--- src/rtl/signed_mul_seq.sv ---
// signed_mul_seq: sequential shift-add multiplier for signed or unsigned operands with valid/ready handshakes
module signed_mul_seq #(
    parameter int WIDTH = 8
) (
    input  logic               clk,
    input  logic               rst,
    input  logic               in_valid,
    output logic               in_ready,
    input  logic [WIDTH-1:0]   a,
    input  logic [WIDTH-1:0]   b,
    input  logic               sgn,
    output logic               out_valid,
    input  logic               out_ready,
    output logic [2*WIDTH-1:0] p,
    output logic               busy
);
    localparam int CW = $clog2(WIDTH);

    typedef enum logic [1:0] {IDLE, CALC, DONE} state_t;

    state_t             state, state_nx;
    logic [2*WIDTH-1:0] mcand, acc, acc_nx;
    logic [WIDTH-1:0]   mplier, mag_a, mag_b;
    logic [CW-1:0]      cnt;
    logic               neg, accept, last;

    // state register; reset wins over every handshake
    always_ff @(posedge clk) begin
        if (rst) state <= IDLE;
        else     state <= state_nx;
    end

    // next-state and handshake outputs; operands only count while IDLE, out_ready only while DONE
    always_comb begin
        state_nx  = state;
        accept    = in_valid && state == IDLE;
        last      = cnt == CW'(WIDTH - 1);
        state_nx  = state == IDLE ? (in_valid ? CALC : IDLE) :
                    state == CALC ? (last ? DONE : CALC) :
                    (out_ready ? IDLE : DONE);
        in_ready  = state == IDLE;
        out_valid = state == DONE;
        busy      = state != IDLE;
    end

    // operand magnitudes and the next accumulator value for the current multiplier bit
    always_comb begin
        mag_a  = (sgn && a[WIDTH-1]) ? -a : a;
        mag_b  = (sgn && b[WIDTH-1]) ? -b : b;
        acc_nx = mplier[0] ? acc + mcand : acc;
    end

    // datapath: capture magnitudes on accept, one shift-add step per CALC cycle, sign-fix into p on the last step
    always_ff @(posedge clk) begin
        if (rst) begin
            mcand  <= '0;
            mplier <= '0;
            acc    <= '0;
            cnt    <= '0;
            neg    <= 1'b0;
            p      <= '0;
        end else if (accept) begin
            mcand  <= {{WIDTH{1'b0}}, mag_a};
            mplier <= mag_b;
            neg    <= sgn & (a[WIDTH-1] ^ b[WIDTH-1]);
            acc    <= '0;
            cnt    <= '0;
        end else if (state == CALC) begin
            acc    <= acc_nx;
            mcand  <= mcand << 1;
            mplier <= mplier >> 1;
            cnt    <= cnt + CW'(1);
            if (last) p <= neg ? -acc_nx : acc_nx;
        end
    end
endmodule
--- config.mk ---
export PLATFORM = sky130hd
export DESIGN_NAME = signed_mul_seq
export DESIGN_NICKNAME = d
export VERILOG_FILES = /design/src/rtl/signed_mul_seq.sv
export SDC_FILE = /design/constraint.sdc
export NUM_CORES = 1
export LEC_CHECK = 0
export CAP_MARGIN = 20
export CELL_PAD_IN_SITES_DETAIL_PLACEMENT = 0
export CELL_PAD_IN_SITES_GLOBAL_PLACEMENT = 1
export CORE_MARGIN = 1
export CORE_UTILIZATION = 35
export CTS_BUF_LIST = sky130_fd_sc_hd__clkbuf_4
export DETAILED_ROUTE_END_ITERATION = 7
export PLACE_DENSITY = 0.65
export SLEW_MARGIN = 20
export SYNTH_ARGS = -nofsm -noshare
export SYNTH_HDL_FRONTEND = slang
export SYNTH_SLANG_ARGS = --single-unit
--- constraint.sdc ---
create_clock -name clk -period 3.65 [get_ports clk]
set_clock_uncertainty 0.1 [all_clocks]
set_input_delay 0.5475 -clock clk [delete_from_list [all_inputs] [get_ports clk]]
set_output_delay 0.5475 -clock clk [all_outputs]
set_load 0.01 [all_outputs]
# After elaboration in Yosys (flattened, before gate mapping)
# Index checks and enable logic that the tools add are counted.
# totals
elab_cells	40
register_bits	62
inputBits	21
# op_classes
muxes	13
eq_ne	3
addsub	5
bitwise_logic	3
n_reduce_logical	8
# ops
operator	n
$mux W8	6
$mux W16	2
$add A16 B16 Y16	1
$neg A16 Y16	1
$neg A8 Y8	2
$mux W2	4
$reduce_bool A2 Y1	2
$add A3 B1 Y3 const B	1
$eq A3 B3 Y1 const B	1
$logic_and A1 B1 Y1	3
$reduce_and A3 Y1	1
$eq A2 B1 Y1 const B	1
$eq A2 B2 Y1 const B	1
$logic_not A2 Y1	1
$reduce_or A2 Y1	1
$and A1 B1 Y1	1
$mux W1	1
$not A1 Y1	1
$xor A1 B1 Y1	1

# Longest topological paths before layout
# depth
depth_word	4
depth_mapped	11
depth_no_buf	11

# Worst setup path before layout
# No wires, ideal clock.
# synth_path
kind	register to register
start	reg mcand[0]
end	reg p[15]
stages_incl_launch_ff	12
setup_ns	0.127
required_ns	3.423
slack_ns	0.656
arrival_ns	2.767
path_cell_list	dfxtp_1 ha_1 inv_1 fa_1 and2b_1 o21ai_2 a221o_1 a21oi_1 o311ai_2 a2111oi_4 a211oi_1 or3_1
# synth_between
elab_chain_cells	4
# synth_lines
element	line	rtl
start: declaration	22	logic [2*WIDTH-1:0] mcand, acc, acc_nx;
start signal: assignment	63	mcand <= {{WIDTH{1'b0}}, mag_a};
start signal: assignment	70	mcand <= mcand << 1;
$add A16 B16 Y16 *	50	acc_nx = mplier[0] ? acc + mcand : acc;
$mux W16 *	50	
$neg A16 Y16	73	if (last) p <= neg ? -acc_nx : acc_nx;
$mux W16 *	73	
end signal: assignment	73	
end: declaration	14	output logic [2*WIDTH-1:0] p,
# Every way passes the cells marked *; elsewhere a longest branch is shown, timed or not.
# A chain may end at the register's enable or synchronous reset.

# Worst setup path after layout
# layout_path
start	reg acc[3]
end	reg p[13]
# layout_between
elab_chain_cells	4
# layout_lines
element	line	rtl
start: declaration	22	
start signal: assignment	69	acc <= acc_nx;
$add A16 B16 Y16	50	
$mux W16 *	50	
$neg A16 Y16	73	
$mux W16 *	73	
# Marks and branches as above.

==> results.py <==
metrics = {
    "status": {
        "status": "completed",
    },
    "worst_setup_path": {
        "crit_start": "acc[3]$_SDFFE_PP0P_",
        "endpoint_kind": "flop",
        "cp_cell_sequence": "ha_1 -> o211a_1 -> a21o_2 -> o21ai_1 -> a2111oi_0 -> buf_4 -> o21ai_0 -> a2111oi_1 -> o21ai_1 -> a311oi_2",
        "worstReg2RegStart": "acc[3]$_SDFFE_PP0P_",
        "cp_slowest_cell": "a2111oi_0",
        "max_stage_delay_ns": 0.55,
        "cp.arrival_ns": 3.51,
        "worstPathMaxFanout": 5,
        "crit_family": "compound AO/OA/AOI/OAI gates",
        "cp_common_cell": "o21ai_1",
        "crit_type": "flop to flop",
        "path_buf_inv": 1,
        "rrSetupSlack_ns": 0.42,
        "setup.worst_path.start_class": "flop",
        "required_ns": 3.93,
    },
    "detailed_routing": {
        "drc_errors": 0,
        "ant_nets": 0,
        "routedWlPerCell_um": 15.8,
        "via_per_inst": 5.48,
        "drtPass1Iterations": 4,
        "via_count": 3941,
        "finalWirelength_um": 11300,
        "drt_iter0_markers": 169,
    },
    "sta": {
        "slew_headroom_pct": 47.5,
        "hold_viol_final": 0,
        "min_period_ns": 3.23,
        "finalCritPeriodShare_pct": 88.5,
        "setup_viol": 0,
        "max_freq_mhz": 310,
        "final_max_slew_viol_count": 0,
        "rsz0062_at_grt": "no",
        "setup_tns_ns": 0,
        "tightest_slew_ns": 0.788,
    },
    "clock_tree": {
        "cts_resized": 0,
        "cts_max_level": 3,
        "cts_max_path_buffers": 2,
        "postCtsHoldBufs": 0,
        "cts.sinks": 62,
        "cts_tree": "yes",
        "cts_buffers": 9,
        "clkLatencyLatePin_ns": 0.45,
        "cts_setup_buffers": 0,
        "cts-root-buf": "clkbuf_4",
        "clkTransAtPathRegs_ns": 0.12,
    },
    "power": {
        "p_leak_nw": 1.77,
        "ir_drop_uv": 166,
        "powerDensity_nw_per_um2": 337,
    },
    "logic_synthesis": {
        "synth_ff_type": "dfxtp_1",
        "synth-edff-count": 0,
        "synthTopCellsByCount": "nand2_1, dfxtp_1, a21oi_1",
        "synth.distinct_cells": 74,
        "ys_seq_elements": 62,
        "yosysWarnings": 0,
        "syn_area_sq_um": 4170,
        "yosysMostFrequentCell": "nand2_1",
        "syn_inst": 542,
        "synth_async_sr_flop_share_pct": 0,
        "syn_avg_cell_area_sq_um": 7.70,
        "synth_area_leaders": "dfxtp_1, nand2_1, a21oi_1",
        "synth_top_cell_by_area": "dfxtp_1",
        "synthesis.nets": 584,
        "ys_seq_area_share_pct": 29.7,
        "synth_top_area_share_pct": 29.7,
    },
    "placed_design": {
        "dp_hpwl_um": 8290,
        "placed_area_sq_um": 4720,
        "io_buffers": 39,
        "place.gp.congestion": 0.806,
    },
    "finish": {
        "multi_input_area_sq_um": 2750,
        "design_area_sq_um": 4870,
        "fin_util_pct": 42.3,
        "final_net_count": 614,
        "seq_area_sq_um": 1240,
        "diodes": 0,
        "fillers": 1233,
        "synthToLayoutAreaGrowth_pct": 16.8,
        "layout-drive-gt1-share_pct": 8.68,
    },
    "min_path": {
        "hold_start": "p[2]$_SDFFE_PP0P_",
        "holdCritPathClass": "flop to flop",
    },
    "grt": {
        "grt_antenna_before_repair": 0,
        "grt.total_usage_pct": 19.7,
        "grt_pass1_vias": 3907,
        "grt_max_degree": 35,
        "grt_pass1_wl_um": 19200,
        "overflow": 0,
    },
    "die": {
        "dieArea_sq_um": 12400,
        "core_sq_um": 11500,
        "die_y_um": 111,
        "die_w_um": 111,
        "initial_utilization_pct": 36.2,
        "io_pins": 40,
        "num_rows": 39,
    },
    "run": {
        "drv_cap": 0,
    },
}
==> through the flow <==
step | std cells | hold slack, ns | total power, mW | worst slack [ns]
2_1_floorplan | 542 | 0.340 | 0.993 | 0.656
3_3_place_gp | 704 | 0.343 | 1.11 | 0.410
3_5_place_dp | 704 | 0.350 | 1.11 | 0.433
4_1_cts | 719 | 0.368 | 1.67 | 0.412
5_1_grt | 719 | 0.381 | 1.74 | 0.0917
6_report | 719 | 0.360 | 1.64 | 0.420
==> path summary, 6_finish.rpt <==
check	to	depth (start not counted)
min	p[2]$_SDFFE_PP0P_	2
max	p[13]$_SDFFE_PP0P_	10
min reg2reg	p[2]$_SDFFE_PP0P_	2
max reg2reg	p[13]$_SDFFE_PP0P_	10
==> cells by family (layout without fill, tap and decap cells) <==
group | Yosys count | count (layout) | synth area share, %
AOI/OAI and AO/OA | 157 | 157 | 27.4
xor gates and xnor gates | 27 | 27 | 5.85
adders and majority gates | 21 | 21 | 6.47
buffers and inverters | 50 | 84 | 4.71
DFF | 62 | 62 | 29.7
muxes | 5 | 5 | 1.20
and+or+nand+nor | 220 | 220 | 24.6
==> metal layers <==
| layer | part of all wire [%] | global-route usage (%) |
|---|---|---|
| met1 | 47 | 23.9 |
| met2 | 47 | 33.5 |
| met3 | 2.3 | 3.17 |
| met4 | 3.1 | 10.5 |
| met5 | 0 | 0 |
==> cell usage in the layout, fill, tap and decap left out, drive strengths merged, types with 3 or more instances in the layout <==
master,n
a2111oi,3
a211oi,21
a21o,4
a21oi,52
a311oi,14
a31oi,7
and2,5
and3,5
and4,3
buf,11
clkbuf,10
clkdlybuf4s50,39
dfxtp,62
ha,20
inv,19
mux2i,5
nand2,92
nand2b,6
nand3,19
nor2,49
nor2b,4
nor3,20
nor4,3
o211ai,5
o21ai,22
o311ai,3
or3,5
xnor2,12
xor2,15
==> flip-flops by register name, summed over array words and instances, names as in the netlist <==
signal / flops
acc: 16
p: 16
state: 2
mplier: 8
cnt: 3
mcand: 16
neg: 1
==> report_power, final <==
group	switching [mW]	internal (mW)
sequential	0.0238	0.703
combinational	0.223	0.149
clock	0.267	0.277
==> cell type report <==
cell class / instances / share of cell area (%)
multi-input cells: 430 / 56.4
flip-flops and latches: 62 / 25.5
repair buffers: 50 / 9.96
well taps: 143 / 3.67
clock buffers: 10 / 1.54
clock inverters: 5 / 1.54
inverters: 19 / 1.46
==> worst register-to-register path, cell delays in order (launching register included) <==
cell	delay (ns)
dfxtp_1	0.35
ha_1	0.40
o211a_1	0.26
a21o_2	0.22
o21ai_1	0.08
a2111oi_0	0.55
buf_4	0.20
o21ai_0	0.17
a2111oi_1	0.49
o21ai_1	0.13
a311oi_2	0.23
Note: power is estimated with default switching activity, not from simulation.
